## src/rtl/mips_pipe_pkg.sv

```systemverilog
// mips_pipe_pkg: shared ID/EX encodings, FSM state and the bubble constant.
package mips_pipe_pkg;

    localparam logic [1:0] SEL_SHAMT_IMM = 2'b00;
    localparam logic [1:0] SEL_MEM       = 2'b01;
    localparam logic [1:0] SEL_EX        = 2'b10;
    localparam logic [1:0] SEL_REG       = 2'b11;

    typedef enum logic {ST_RUN, ST_BUBBLE} state_t;

    typedef struct packed {
        logic [4:0]  rs;
        logic [4:0]  rt;
        logic [4:0]  rw;
        logic        reg_write;
        logic        mem_read;
        logic        mem_write;
        logic        mem_to_reg;
        logic        use_shamt;
        logic        use_immed;
        logic [3:0]  alu_ctrl;
        logic [31:0] bus_a;
        logic [31:0] bus_b;
        logic [31:0] imm;
        logic [4:0]  shamt;
        logic [1:0]  alu_op_a;
        logic [1:0]  alu_op_b;
        logic        dmf_ex;
        logic        dmf_mem;
    } id_ex_t;

    localparam id_ex_t ID_EX_BUBBLE = '{alu_op_a: SEL_REG, alu_op_b: SEL_REG, default: '0};

endpackage

```

## src/rtl/id_ex_pipe_reg_if.sv

```systemverilog
// id_ex_pipe_reg_if: decode-side inputs and execute-side outputs of the ID/EX register.
interface id_ex_pipe_reg_if;

    logic        Flush;
    logic [4:0]  ID_Rs, ID_Rt, ID_Rw;
    logic        ID_RegWrite, ID_MemRead, ID_MemWrite, ID_MemToReg, UseShamt, UseImmed;
    logic [3:0]  ID_ALUCtrl;
    logic [31:0] ID_BusA, ID_BusB, ID_Imm;
    logic [4:0]  ID_Shamt;
    logic [1:0]  AluOpCtrlA, AluOpCtrlB;
    logic        DataMemForwardCtrl_EX, DataMemForwardCtrl_MEM;
    logic        Stall;
    logic [4:0]  EX_Rs, EX_Rt, EX_Rw;
    logic        EX_RegWrite, EX_MemRead, EX_MemWrite, EX_MemToReg, EX_UseShamt, EX_UseImmed;
    logic [3:0]  EX_ALUCtrl;
    logic [31:0] EX_BusA, EX_BusB, EX_Imm;
    logic [4:0]  EX_Shamt;
    logic [1:0]  EX_AluOpCtrlA, EX_AluOpCtrlB;
    logic        EX_DataMemForwardCtrl_EX, EX_DataMemForwardCtrl_MEM;
    logic [31:0] StallCount, FlushCount;

    modport master (
        output Flush, ID_Rs, ID_Rt, ID_Rw, ID_RegWrite, ID_MemRead, ID_MemWrite, ID_MemToReg,
               UseShamt, UseImmed, ID_ALUCtrl, ID_BusA, ID_BusB, ID_Imm, ID_Shamt,
               AluOpCtrlA, AluOpCtrlB, DataMemForwardCtrl_EX, DataMemForwardCtrl_MEM,
        input  Stall, EX_Rs, EX_Rt, EX_Rw, EX_RegWrite, EX_MemRead, EX_MemWrite, EX_MemToReg,
               EX_UseShamt, EX_UseImmed, EX_ALUCtrl, EX_BusA, EX_BusB, EX_Imm, EX_Shamt,
               EX_AluOpCtrlA, EX_AluOpCtrlB, EX_DataMemForwardCtrl_EX, EX_DataMemForwardCtrl_MEM,
               StallCount, FlushCount
    );

    modport slave (
        input  Flush, ID_Rs, ID_Rt, ID_Rw, ID_RegWrite, ID_MemRead, ID_MemWrite, ID_MemToReg,
               UseShamt, UseImmed, ID_ALUCtrl, ID_BusA, ID_BusB, ID_Imm, ID_Shamt,
               AluOpCtrlA, AluOpCtrlB, DataMemForwardCtrl_EX, DataMemForwardCtrl_MEM,
        output Stall, EX_Rs, EX_Rt, EX_Rw, EX_RegWrite, EX_MemRead, EX_MemWrite, EX_MemToReg,
               EX_UseShamt, EX_UseImmed, EX_ALUCtrl, EX_BusA, EX_BusB, EX_Imm, EX_Shamt,
               EX_AluOpCtrlA, EX_AluOpCtrlB, EX_DataMemForwardCtrl_EX, EX_DataMemForwardCtrl_MEM,
               StallCount, FlushCount
    );

endinterface

```

## src/rtl/load_use_detect.sv

```systemverilog
// load_use_detect: flags a load in EX whose destination feeds an ALU operand of the ID instruction.
module load_use_detect (
    input  logic [4:0] id_rs_i,
    input  logic [4:0] id_rt_i,
    input  logic       use_shamt_i,
    input  logic       use_immed_i,
    input  logic [4:0] ex_rw_i,
    input  logic       ex_mem_read_i,
    output logic       hazard_o
);

    // Store data through Rt is not an ALU operand; the MEM forwarding path covers it.
    assign hazard_o = ex_mem_read_i && (ex_rw_i != 5'd0) &&
                      ((!use_shamt_i && id_rs_i == ex_rw_i) || (!use_immed_i && id_rt_i == ex_rw_i));

endmodule

```

## src/rtl/id_ex_pipe_reg.sv

```systemverilog
// id_ex_pipe_reg: ID/EX pipeline register with load-use bubble insertion and flush.
// Define ID_EX_PERF_CNT_EN to build the saturating stall/flush event counters.
module id_ex_pipe_reg
    import mips_pipe_pkg::*;
(
    input logic CLK,
    input logic Reset,
    id_ex_pipe_reg_if.slave bus
);

    id_ex_t id_s, ex_d, ex_q;
    state_t state_q;
    logic   hazard;

    assign id_s = {bus.ID_Rs, bus.ID_Rt, bus.ID_Rw, bus.ID_RegWrite, bus.ID_MemRead, bus.ID_MemWrite,
                   bus.ID_MemToReg, bus.UseShamt, bus.UseImmed, bus.ID_ALUCtrl, bus.ID_BusA,
                   bus.ID_BusB, bus.ID_Imm, bus.ID_Shamt, bus.AluOpCtrlA, bus.AluOpCtrlB,
                   bus.DataMemForwardCtrl_EX, bus.DataMemForwardCtrl_MEM};

    load_use_detect u_lud (
        .id_rs_i       (bus.ID_Rs),
        .id_rt_i       (bus.ID_Rt),
        .use_shamt_i   (bus.UseShamt),
        .use_immed_i   (bus.UseImmed),
        .ex_rw_i       (ex_q.rw),
        .ex_mem_read_i (ex_q.mem_read),
        .hazard_o      (hazard)
    );

    // Reset suppresses the stall so upstream never sees one during reset.
    assign bus.Stall = hazard && !bus.Flush && !Reset && state_q == ST_RUN;
    assign ex_d      = (bus.Flush || hazard) ? ID_EX_BUBBLE : id_s;

    always_ff @(posedge CLK) begin
        if (Reset) begin
            ex_q    <= ID_EX_BUBBLE;
            state_q <= ST_RUN;
        end else begin
            ex_q    <= ex_d;
            state_q <= bus.Stall ? ST_BUBBLE : ST_RUN;
        end
    end

    assign {bus.EX_Rs, bus.EX_Rt, bus.EX_Rw, bus.EX_RegWrite, bus.EX_MemRead, bus.EX_MemWrite,
            bus.EX_MemToReg, bus.EX_UseShamt, bus.EX_UseImmed, bus.EX_ALUCtrl, bus.EX_BusA,
            bus.EX_BusB, bus.EX_Imm, bus.EX_Shamt, bus.EX_AluOpCtrlA, bus.EX_AluOpCtrlB,
            bus.EX_DataMemForwardCtrl_EX, bus.EX_DataMemForwardCtrl_MEM} = ex_q;

    // A bubble clears EX_MemRead, so a load can never stall twice in a row.
    a_one_stall: assert property (@(posedge CLK) disable iff (Reset) state_q == ST_BUBBLE |-> !hazard);

`ifdef ID_EX_PERF_CNT_EN
    logic [31:0] stall_cnt_q, flush_cnt_q;

    always_ff @(posedge CLK) begin
        if (Reset) begin
            stall_cnt_q <= '0;
            flush_cnt_q <= '0;
        end else begin
            if (bus.Stall && ~&stall_cnt_q) stall_cnt_q <= stall_cnt_q + 32'd1;
            if (bus.Flush && ~&flush_cnt_q) flush_cnt_q <= flush_cnt_q + 32'd1;
        end
    end

    assign bus.StallCount = stall_cnt_q;
    assign bus.FlushCount = flush_cnt_q;
`else
    assign bus.StallCount = '0;
    assign bus.FlushCount = '0;
`endif

endmodule

```

## src/flat_wrapper.sv

```systemverilog
// flat-port wrapper written by rule: the top's interface ports become plain ports
module id_ex_pipe_reg_flat import mips_pipe_pkg::*;
  (CLK, Reset, bus_Flush, bus_ID_Rs, bus_ID_Rt, bus_ID_Rw, bus_ID_RegWrite, bus_ID_MemRead, bus_ID_MemWrite, bus_ID_MemToReg, bus_UseShamt, bus_UseImmed, bus_ID_ALUCtrl, bus_ID_BusA, bus_ID_BusB, bus_ID_Imm, bus_ID_Shamt, bus_AluOpCtrlA, bus_AluOpCtrlB, bus_DataMemForwardCtrl_EX, bus_DataMemForwardCtrl_MEM, bus_Stall, bus_EX_Rs, bus_EX_Rt, bus_EX_Rw, bus_EX_RegWrite, bus_EX_MemRead, bus_EX_MemWrite, bus_EX_MemToReg, bus_EX_UseShamt, bus_EX_UseImmed, bus_EX_ALUCtrl, bus_EX_BusA, bus_EX_BusB, bus_EX_Imm, bus_EX_Shamt, bus_EX_AluOpCtrlA, bus_EX_AluOpCtrlB, bus_EX_DataMemForwardCtrl_EX, bus_EX_DataMemForwardCtrl_MEM, bus_StallCount, bus_FlushCount);
  id_ex_pipe_reg_if bus_i ();
  input logic CLK;
  input logic Reset;
  input wire logic [$bits(bus_i.Flush)-1:0] bus_Flush;
  input wire logic [$bits(bus_i.ID_Rs)-1:0] bus_ID_Rs;
  input wire logic [$bits(bus_i.ID_Rt)-1:0] bus_ID_Rt;
  input wire logic [$bits(bus_i.ID_Rw)-1:0] bus_ID_Rw;
  input wire logic [$bits(bus_i.ID_RegWrite)-1:0] bus_ID_RegWrite;
  input wire logic [$bits(bus_i.ID_MemRead)-1:0] bus_ID_MemRead;
  input wire logic [$bits(bus_i.ID_MemWrite)-1:0] bus_ID_MemWrite;
  input wire logic [$bits(bus_i.ID_MemToReg)-1:0] bus_ID_MemToReg;
  input wire logic [$bits(bus_i.UseShamt)-1:0] bus_UseShamt;
  input wire logic [$bits(bus_i.UseImmed)-1:0] bus_UseImmed;
  input wire logic [$bits(bus_i.ID_ALUCtrl)-1:0] bus_ID_ALUCtrl;
  input wire logic [$bits(bus_i.ID_BusA)-1:0] bus_ID_BusA;
  input wire logic [$bits(bus_i.ID_BusB)-1:0] bus_ID_BusB;
  input wire logic [$bits(bus_i.ID_Imm)-1:0] bus_ID_Imm;
  input wire logic [$bits(bus_i.ID_Shamt)-1:0] bus_ID_Shamt;
  input wire logic [$bits(bus_i.AluOpCtrlA)-1:0] bus_AluOpCtrlA;
  input wire logic [$bits(bus_i.AluOpCtrlB)-1:0] bus_AluOpCtrlB;
  input wire logic [$bits(bus_i.DataMemForwardCtrl_EX)-1:0] bus_DataMemForwardCtrl_EX;
  input wire logic [$bits(bus_i.DataMemForwardCtrl_MEM)-1:0] bus_DataMemForwardCtrl_MEM;
  output wire logic [$bits(bus_i.Stall)-1:0] bus_Stall;
  output wire logic [$bits(bus_i.EX_Rs)-1:0] bus_EX_Rs;
  output wire logic [$bits(bus_i.EX_Rt)-1:0] bus_EX_Rt;
  output wire logic [$bits(bus_i.EX_Rw)-1:0] bus_EX_Rw;
  output wire logic [$bits(bus_i.EX_RegWrite)-1:0] bus_EX_RegWrite;
  output wire logic [$bits(bus_i.EX_MemRead)-1:0] bus_EX_MemRead;
  output wire logic [$bits(bus_i.EX_MemWrite)-1:0] bus_EX_MemWrite;
  output wire logic [$bits(bus_i.EX_MemToReg)-1:0] bus_EX_MemToReg;
  output wire logic [$bits(bus_i.EX_UseShamt)-1:0] bus_EX_UseShamt;
  output wire logic [$bits(bus_i.EX_UseImmed)-1:0] bus_EX_UseImmed;
  output wire logic [$bits(bus_i.EX_ALUCtrl)-1:0] bus_EX_ALUCtrl;
  output wire logic [$bits(bus_i.EX_BusA)-1:0] bus_EX_BusA;
  output wire logic [$bits(bus_i.EX_BusB)-1:0] bus_EX_BusB;
  output wire logic [$bits(bus_i.EX_Imm)-1:0] bus_EX_Imm;
  output wire logic [$bits(bus_i.EX_Shamt)-1:0] bus_EX_Shamt;
  output wire logic [$bits(bus_i.EX_AluOpCtrlA)-1:0] bus_EX_AluOpCtrlA;
  output wire logic [$bits(bus_i.EX_AluOpCtrlB)-1:0] bus_EX_AluOpCtrlB;
  output wire logic [$bits(bus_i.EX_DataMemForwardCtrl_EX)-1:0] bus_EX_DataMemForwardCtrl_EX;
  output wire logic [$bits(bus_i.EX_DataMemForwardCtrl_MEM)-1:0] bus_EX_DataMemForwardCtrl_MEM;
  output wire logic [$bits(bus_i.StallCount)-1:0] bus_StallCount;
  output wire logic [$bits(bus_i.FlushCount)-1:0] bus_FlushCount;
  assign bus_i.Flush = bus_Flush;
  assign bus_i.ID_Rs = bus_ID_Rs;
  assign bus_i.ID_Rt = bus_ID_Rt;
  assign bus_i.ID_Rw = bus_ID_Rw;
  assign bus_i.ID_RegWrite = bus_ID_RegWrite;
  assign bus_i.ID_MemRead = bus_ID_MemRead;
  assign bus_i.ID_MemWrite = bus_ID_MemWrite;
  assign bus_i.ID_MemToReg = bus_ID_MemToReg;
  assign bus_i.UseShamt = bus_UseShamt;
  assign bus_i.UseImmed = bus_UseImmed;
  assign bus_i.ID_ALUCtrl = bus_ID_ALUCtrl;
  assign bus_i.ID_BusA = bus_ID_BusA;
  assign bus_i.ID_BusB = bus_ID_BusB;
  assign bus_i.ID_Imm = bus_ID_Imm;
  assign bus_i.ID_Shamt = bus_ID_Shamt;
  assign bus_i.AluOpCtrlA = bus_AluOpCtrlA;
  assign bus_i.AluOpCtrlB = bus_AluOpCtrlB;
  assign bus_i.DataMemForwardCtrl_EX = bus_DataMemForwardCtrl_EX;
  assign bus_i.DataMemForwardCtrl_MEM = bus_DataMemForwardCtrl_MEM;
  assign bus_Stall = bus_i.Stall;
  assign bus_EX_Rs = bus_i.EX_Rs;
  assign bus_EX_Rt = bus_i.EX_Rt;
  assign bus_EX_Rw = bus_i.EX_Rw;
  assign bus_EX_RegWrite = bus_i.EX_RegWrite;
  assign bus_EX_MemRead = bus_i.EX_MemRead;
  assign bus_EX_MemWrite = bus_i.EX_MemWrite;
  assign bus_EX_MemToReg = bus_i.EX_MemToReg;
  assign bus_EX_UseShamt = bus_i.EX_UseShamt;
  assign bus_EX_UseImmed = bus_i.EX_UseImmed;
  assign bus_EX_ALUCtrl = bus_i.EX_ALUCtrl;
  assign bus_EX_BusA = bus_i.EX_BusA;
  assign bus_EX_BusB = bus_i.EX_BusB;
  assign bus_EX_Imm = bus_i.EX_Imm;
  assign bus_EX_Shamt = bus_i.EX_Shamt;
  assign bus_EX_AluOpCtrlA = bus_i.EX_AluOpCtrlA;
  assign bus_EX_AluOpCtrlB = bus_i.EX_AluOpCtrlB;
  assign bus_EX_DataMemForwardCtrl_EX = bus_i.EX_DataMemForwardCtrl_EX;
  assign bus_EX_DataMemForwardCtrl_MEM = bus_i.EX_DataMemForwardCtrl_MEM;
  assign bus_StallCount = bus_i.StallCount;
  assign bus_FlushCount = bus_i.FlushCount;
  id_ex_pipe_reg u_core (.CLK(CLK), .Reset(Reset), .bus(bus_i));
endmodule
```

## config.mk

```make
export PLATFORM = sky130hd
export DESIGN_NAME = id_ex_pipe_reg_flat
export DESIGN_NICKNAME = d
export VERILOG_FILES = /design/src/rtl/mips_pipe_pkg.sv /design/src/rtl/id_ex_pipe_reg_if.sv /design/src/rtl/load_use_detect.sv /design/src/rtl/id_ex_pipe_reg.sv /design/src/flat_wrapper.sv
export SDC_FILE = /design/constraint.sdc
export NUM_CORES = 1
export LEC_CHECK = 0
export CAP_MARGIN = 20
export CELL_PAD_IN_SITES_DETAIL_PLACEMENT = 2
export CELL_PAD_IN_SITES_GLOBAL_PLACEMENT = 2
export CORE_MARGIN = 2
export CORE_UTILIZATION = 18
export CTS_BUF_LIST = sky130_fd_sc_hd__clkbuf_8 sky130_fd_sc_hd__clkbuf_16
export DETAILED_ROUTE_END_ITERATION = 8
export MAX_ROUTING_LAYER = met4
export PLACE_DENSITY = 0.84
export SETUP_SLACK_MARGIN = 0.02
export SYNTH_ARGS = -nofsm -noshare
export SYNTH_HDL_FRONTEND = slang
export SYNTH_SLANG_ARGS = --single-unit
export TNS_END_PERCENT = 10
```

## constraint.sdc

```tcl
create_clock -name CLK -period 2.2 [get_ports CLK]
set_clock_uncertainty 0.15 [all_clocks]
set_input_delay 0.22 -clock CLK [delete_from_list [all_inputs] [get_ports CLK]]
set_output_delay 0.22 -clock CLK [all_outputs]
set_load 0.05 [all_outputs]
```

After elaboration in Yosys (flattened, before gate mapping)
Index checks and enable logic that the tools add are counted.
W data, S select, Z words.
{"block": "word_totals", "register_bits": 133, "romBits": 0, "ramBits": 0, "latchBits": 0, "memories": 0, "input_bits": 135}
{"block": "classes", "div": 0, "n_shift": 0, "bitwise": 1, "mux": 1, "reduce_logical": 15, "addsub": 0, "multipliers": 0, "order_cmp": 0, "n_eq_ne": 2}
{"cell": "$eq A5 B5 Y1", "count": 2}
{"cell": "$logic_and A1 B1 Y1", "count": 7}
{"cell": "$reduce_bool A5 Y1", "count": 1}
{"cell": "$logic_not A1 Y1", "count": 4}
{"cell": "$logic_or A1 B1 Y1", "count": 2}
{"cell": "$reduce_or A2 Y1", "count": 1}
{"cell": "$mux W1", "count": 1}
{"cell": "$not A1 Y1", "count": 1}

Logic depth before layout (Yosys ltp)
Gate-level depths: netlist of the first run.
{"block": "depth", "depth_word": 8, "mapped_depth": 6, "depth_no_buf": 4}

Cells and area by module
A second synthesis of the first run with hierarchy kept.
{"block": "unflattened", "hier_cells": 393, "hier_area_um2": 5490.3}
{"module": "id_ex_pipe_reg", "n_inst": 1, "cells_per_inst": 377, "seq_area_each_um2": 2662.6, "area_each_um2": 5361.4}
{"module": "load_use_detect", "n_inst": 1, "cells_per_inst": 16, "seq_area_each_um2": 0.0, "area_each_um2": 128.9}

Worst setup path after synthesis of the first run
Ideal clock, no wire load.
{"block": "synth_timing", "kind": "register to output", "startpoint": "register u_core.ex_q, in the netlist u_core.bus.EX_Rw[4]", "endpoint": "output bus_Stall", "stages_incl_launch_ff": 5, "t_arrival_ps": 2910, "n_path_buf": 0, "setup_slack_ps": -1080, "cell_sequence": "dfxtp_1 -> xnor2_1 -> nand4_1 -> o32a_1 -> nor4_1"}
{"block": "synth_via", "elab_chain_cells": 7}
{"element": "start, declared", "line_no": "id_ex_pipe_reg.sv:11", "source": "id_ex_t id_s, ex_d, ex_q;"}
{"element": "start signal, assigned", "line_no": "id_ex_pipe_reg.sv:36", "source": "ex_q <= ID_EX_BUBBLE;"}
{"element": "start signal, assigned", "line_no": "id_ex_pipe_reg.sv:39", "source": "ex_q <= ex_d;"}
{"element": "$eq A5 B5 Y1", "line_no": "load_use_detect.sv:14", "source": "((!use_shamt_i && id_rs_i == ex_rw_i) || (!use_immed_i && id_rt_i == ex_rw_i));"}
{"element": "$logic_and A1 B1 Y1", "line_no": "load_use_detect.sv:14"}
{"element": "$logic_or A1 B1 Y1", "line_no": "load_use_detect.sv:14"}
{"element": "$logic_and A1 B1 Y1 (*)", "line_no": "load_use_detect.sv:13", "source": "assign hazard_o = ex_mem_read_i && (ex_rw_i != 5'd0) &&"}
{"element": "$logic_and A1 B1 Y1 (*) (3 in series)", "line_no": "id_ex_pipe_reg.sv:31", "source": "assign bus.Stall = hazard && !bus.Flush && !Reset && state_q == ST_RUN;"}
{"element": "end, declared", "line_no": "flat_wrapper.sv:26", "source": "output wire logic [$bits(bus_i.Stall)-1:0] bus_Stall;"}
Every way passes the cells marked *; elsewhere a longest branch is shown, timed or not.

Final worst setup path of the first run
{"block": "layout_timing", "startpoint": "register u_core.ex_q, in the netlist u_core.bus.EX_Rw[3]", "endpoint": "output bus_Stall"}
The elaborated chain is that of the path after synthesis.

==> results.json, run 1 <==
{
  "cts_root_buf": "clkbuf_16",
  "fin_crit_ps": 2396,
  "hold_viol": 0,
  "grt-ovfl-total": 0,
  "ys_ff_latch": 133,
  "cp_slowest_cell": "o32a_1",
  "hold_path_class": "primary input to flip-flop",
  "crit_type": "flip-flop to output port",
  "clockBufferDepth": 2,
  "cp_top_family": "simple AND/OR/NAND/NOR gates",
  "routed_wl_mm": 18.54,
  "synth_edf_count": 0,
  "synth_area_um2": 4818,
  "setup_viol": 1,
  "htreeDepth": 4,
  "synth_async_sr_flop_share": 0,
  "ys_seq_area_frac": 0.5526,
  "rsz0062_at_grt": "true",
  "dpl.hpwl_mm": 13.68,
  "ios": 332,
  "grt_start_max_net_pins": 81,
  "yosys.cell_count.top_type": "dfxtp_1",
  "placed_cells": 1108,
  "final_nets": 930,
  "worstMarginPinSlew_ps": 566.6,
  "ys_warn_count": 0,
  "first_pass_iters": 6,
  "port_buffers": 267,
  "clk_latency_ps": 410,
  "failed_checks": "setup timing",
  "yosysTopAreaCell": "dfxtp_1",
  "crit_path_end_kind": "output port",
  "drc": 0,
  "die_area_um2": 28090,
  "final_util": 0.3158,
  "dieHeight_um": 167.6,
  "synth_ff_type": "dfxtp_1",
  "powerDensity_nw_per_um2": 798.3,
  "fillCellCount": 2927,
  "critPathBufInv": 1,
  "path_max_fanout": 4,
  "numCtsBuffers": 17,
  "initial_core_util": 0.1839,
  "cp.required_ps": 1830,
  "netlist.area_leader.share": 0.5526,
  "instances_no_fill": 1143,
  "path_clk_slew_ps": 70,
  "cap_violations": 0,
  "netlist_top_cells_area": "dfxtp_1, a21oi_1, buf_4",
  "max_freq_ghz": 0.4174,
  "drtAntennaViolNets": 0,
  "start_kind": "flip-flop",
  "die_width_um": 167.6,
  "place_area_um2": 7664,
  "grt_usage": 0.1344,
  "cts_tree": "done",
  "timing.rr.start": "u_core.bus.EX_Rw[3]",
  "crit_chain": "xnor2_2 -> nand4_1 -> o32a_1 -> nor4_4 -> buf_12",
  "gp_congestion": 0.7334,
  "relSlewSlack": 0.6211,
  "vias_per_cell": 3.921,
  "grt_pass1_wl_mm": 27.99,
  "avgRoutedWirePerCell_um": 16.22,
  "synthCells": 527,
  "num_rows": 59,
  "timing.final.crit_share": 1.089,
  "grt_pass1_vias": 4994,
  "synth_common_cells": "dfxtp_1, a21oi_1, nand2_1",
  "ff_latch_area_um2": 2679,
  "syn-mean-instance-area_um2": 9.143,
  "drtIter0Drc": 183,
  "p_leak_uw": 0.003272,
  "fin_ws_ps": -195.8,
  "layout-drive-gt1-share": 0.09158,
  "pre_cts_slack_ps": -179.5,
  "ir_drop_mv": 0.3332,
  "core_um2": 26210,
  "stdcell_area_um2": 8277,
  "arrival_ps": 2030,
  "slew_violations": 0,
  "max_stage_delay_ps": 430,
  "multi_input_area_um2": 1643,
  "p_total_uw": 6607,
  "startpoint": "u_core.bus.EX_Rw[3]",
  "antenna_found_initial": 0,
  "synth.distinct_cells": 22,
  "syn_to_final_growth_pct": 71.77,
  "vias": 4482,
  "status": "finished with violations",
  "antenna_cells": 0,
  "min_from": "bus_ID_Shamt[1]",
  "cts.sinks": 133
}
==> path summary, 6_finish.rpt <==
| check | cells after the start | slack (ps) | endpoint |
|---|---|---|---|
| setup reg to reg | 7 | 250 | u_core.bus.EX_BusB[4] |
| hold / removal | 3 | 180 | u_core.bus.EX_Shamt[1] |
| setup / recovery | 5 | -200 | bus_Stall |
| hold reg to reg | 1 | 350 | u_core.state_q |
==> cell type report <==
type | count | share of cell area
Clock inverter | 15 | 0.01633
Tap cell | 335 | 0.05064
Clock buffer | 17 | 0.05140
Timing Repair Buffer | 293 | 0.3595
Sequential cell | 133 | 0.3237
Multi-Input combinational cell | 350 | 0.1985
==> cells by family after synthesis <==
family                    share of synthesized area
AOI/OAI and AO/OA                            0.1467
xor gates and xnor gates                    0.01818
buffers and inverters                        0.1690
DFF                                          0.5526
other                                     0.0007783
and+or+nand+nor                              0.1127
==> metal layers <==
metal,global-route usage,vias up,wire [µm]
met2,0.2450,240,9702
met3,0.04160,23,1417
li1,-,2121,-
met1,0.1360,2098,7044
met4,0.04688,0,372
met5,-,-,0
==> flip-flops by register name, indices dropped and copies added (netlist names), 4 cells and up <==
signal	flops
u_core.bus.EX_Rs	5
u_core.bus.EX_BusA	32
u_core.bus.EX_Rt	5
u_core.bus.EX_Shamt	5
u_core.bus.EX_Rw	5
u_core.bus.EX_BusB	32
u_core.bus.EX_ALUCtrl	4
u_core.bus.EX_Imm	32
==> timing repair <==
item                       4_1_cts  5_1_grt
gates resized for setup          3        1
pin swaps                        5        0
hold buffers                     0        0
setup buffers                    3        0
setup endpoints to repair        1        1
==> cells in the final DEF (no fill, tap or decap), types with 2 or more instances in the layout <==
cell             count
nand4_1              2
buf_12               9
dfxtp_4              4
clkbuf_16           17
buf_4               19
inv_6                5
o21ai_0              4
clkinvlp_4           4
clkdlybuf4s50_1    265
conb_1              64
inv_8                5
xnor2_2              4
nand2_1            128
dfxtp_1            128
a21oi_1            128
nor2_1               4
xnor2_1              5
==> worst reg2reg max path, cell delays in order (launching register included) <==
cell and delay (ps):
dfxtp_4 390, xnor2_2 110, nand4_1 140, buf_4 170, o32ai_4 320, buf_12 200, buf_12 200, a21oi_1 130
==> through the flow <==
step	TNS (ps)	hold slack (ps)
after global routing	-270.2	163.5
after global placement	-5483	318.6
final	-195.8	178.3
after floorplan	0	173.0
after CTS	-245.6	151.1
after detailed placement	-11950	341.8
==> where the power goes <==
part	switching (µW)	internal, µW	leakage, µW
logic	836	460	0.00191
registers	32.7	2500	0.00110
clock network	1280	1500	0.000267
(Power assumes the default switching activity.)
==> inputs of run 2 (changes only) <==
--- a/config.mk
+++ b/config.mk
@@ -6,14 +6,13 @@
 export NUM_CORES = 1
 export LEC_CHECK = 0
 export CAP_MARGIN = 20
-export CELL_PAD_IN_SITES_DETAIL_PLACEMENT = 2
-export CELL_PAD_IN_SITES_GLOBAL_PLACEMENT = 2
-export CORE_MARGIN = 2
-export CORE_UTILIZATION = 18
+export CELL_PAD_IN_SITES_DETAIL_PLACEMENT = 1
+export CELL_PAD_IN_SITES_GLOBAL_PLACEMENT = 1
+export CORE_UTILIZATION = 24
 export CTS_BUF_LIST = sky130_fd_sc_hd__clkbuf_8 sky130_fd_sc_hd__clkbuf_16
 export DETAILED_ROUTE_END_ITERATION = 8
 export MAX_ROUTING_LAYER = met4
-export PLACE_DENSITY = 0.84
+export PLACE_DENSITY = 0.85
 export SETUP_SLACK_MARGIN = 0.02
 export SYNTH_ARGS = -nofsm -noshare
 export SYNTH_HDL_FRONTEND = slang
==> run 2 against run 1 <==
Compared with the run above:
- the flow now finishes without violations
- global-route usage increased by 2.6 points
- clock-buffer cell count increased by 1
- sequential cell count is the same
- first-iteration DRC count is 6.0% lower
- hold slack better by 12 ps
- maximum frequency is 9.3% higher
- critical path type unchanged
- largest power group unchanged
==> results.json, run 2 (synthesized netlist as in run 1, its figures left out) <==
{
  "hold_depth": 3,
  "cp-endpoint": "bus_Stall",
  "final_nets": 930,
  "start_kind": "flip-flop",
  "cp_slowest_cell": "dfxtp_4",
  "r2r_end": "u_core.bus.EX_BusB[6]",
  "fin_crit_ps": 2193,
  "first_pass_iters": 4,
  "path_max_fanout": 5,
  "cts_hold_buf": 0,
  "hold_viol": 0,
  "ios": 332,
  "reg2reg_slack_ps": 100,
  "clk_latency_ps": 400,
  "htreeDepth": 4,
  "worstMarginPinSlew_ps": 595.3,
  "antenna_cells": 0,
  "dieHeight_um": 143.7,
  "p_total_uw": 6767,
  "final_common_cell": "clkdlybuf4s50_1",
  "hold_path_class": "primary input to flip-flop",
  "initial_core_util": 0.2460,
  "setup_viol": 0,
  "crit_chain": "xnor2_2 -> nand4_1 -> o32a_1 -> nor4_4 -> buf_12",
  "crit_type": "flip-flop to output port",
  "grt-ovfl-total": 0,
  "placed_cells": 1037,
  "p_leak_uw": 0.003317,
  "r2r_cells": 9,
  "instances_no_fill": 1073,
  "vias": 4439,
  "max_stage_delay_ps": 370,
  "cp.required_ps": 1830,
  "final_cell_mix": "clkdlybuf4s50_1, nand2_1, a21oi_1, dfxtp_1, conb_1",
  "layout-drive-gt1-share": 0.09158,
  "ir_drop_mv": 0.4537,
  "slew_violations": 0,
  "core_um2": 19590,
  "crit_path_end_kind": "output port",
  "relSlewSlack": 0.6019,
  "max_freq_ghz": 0.4561,
  "cts_root_buf": "clkbuf_16",
  "cts.sinks": 133,
  "grt_pass1_wl_mm": 24.14,
  "drc": 0,
  "port_buffers": 267,
  "arrival_ps": 1820,
  "die_width_um": 143.7,
  "cap_violations": 0,
  "timing.final.crit_share": 0.9966,
  "dpl.hpwl_mm": 12.04,
  "grt_pass1_vias": 4491,
  "startpoint": "u_core.bus.EX_Rw[4]",
  "numCtsBuffers": 17,
  "drtAntennaViolNets": 0,
  "die_area_um2": 20650,
  "rsz0062_at_grt": "true",
  "timing.rr.start": "u_core.bus.EX_Rw[3]",
  "antenna_found_initial": 0,
  "path_clk_slew_ps": 60,
  "powerDensity_nw_per_um2": 816.3,
  "cp.depth": 5,
  "gp_congestion": 0.7222,
  "cp_top_family": "flip-flops",
  "routed_wl_mm": 16.45,
  "critPathBufInv": 1,
  "syn_to_final_growth_pct": 72.06,
  "vias_per_cell": 4.137,
  "avgRoutedWirePerCell_um": 15.33,
  "cts_tree": "done",
  "num_rows": 51,
  "clockBufferDepth": 2,
  "grt_usage": 0.1601,
  "status": "complete, no violations",
  "grt_start_max_net_pins": 79,
  "drtIter0Drc": 172
}
run 2: changes by cell type in the layout (fill, tap and decap cells not counted), sizes merged:
cell / before / now
buf: 28 / 27
bufinv: 0 / 3
clkbuf: 17 / 18
clkdlybuf4s50: 265 / 266
clkinv: 1 / 7
clkinvlp: 4 / 1
inv: 10 / 3
run 2: through the flow:
step	util	worst slack, ps	setup TNS (ps)	hold slack, ps	cell area [µm²]
CTS	0.4232	7.121	0	168.9	8290
global route	0.4232	-112.1	-112.1	172.5	8290
detailed placement	0.3884	-160.9	-9797	348.6	7609
floorplan	-	16.98	0	173.0	5086
global placement	0.3884	-95.50	-4934	323.7	7609
finish	0.4232	7.452	0	190.5	8290
run 2: cell type report:
cell class	instances	area, µm²
clock buffer	18	439.2
clock inverter	14	175.2
fill	2241	11300
multi-input combinational	350	1650
sequential	133	2679
tap	265	331.6
timing repair buffer	293	3015
run 2: worst min-delay path by stage:
stage / start / endpoint / slack, ps
after floorplan: bus_AluOpCtrlA[0] / u_core.bus.EX_AluOpCtrlA[0] / 170
after global placement: u_core.state_q / u_core.state_q / 320
after detailed placement: u_core.state_q / u_core.state_q / 350
after CTS: bus_ID_Rw[1] / u_core.bus.EX_Rw[1] / 170
after global routing: bus_ID_BusA[7] / u_core.bus.EX_BusA[7] / 170
final: bus_ID_BusB[25] / u_core.bus.EX_BusB[25] / 190
run 2: power breakdown:
part,switching [µW],internal [µW]
sequential,33.9,2500
combinational,827,463
clock,1110,1830
total,1970,4790
run 2: worst register-to-register path: stages (launching register included):
cell	delay [ps]
dfxtp_4	370
xnor2_1	180
nand4_1	170
buf_4	180
buf_4	120
buf_4	130
o32ai_4	160
buf_4	190
buf_12	180
a21oi_1	110
run 2: per-layer routing:
layer / up-vias / global-route usage / wire, µm
met5: - / - / 0
met4: 0 / 0.05711 / 280
met3: 15 / 0.05865 / 1523
met2: 232 / 0.2775 / 8332
met1: 2067 / 0.1660 / 6309
li1: 2125 / - / -
run 2: timing repair:
item | 4_1_cts | 5_1_grt
gates resized for setup | 5 | 0
buffers inserted | 4 | 0
setup endpoints to repair | 1 | 1
pin swaps | 4 | 0
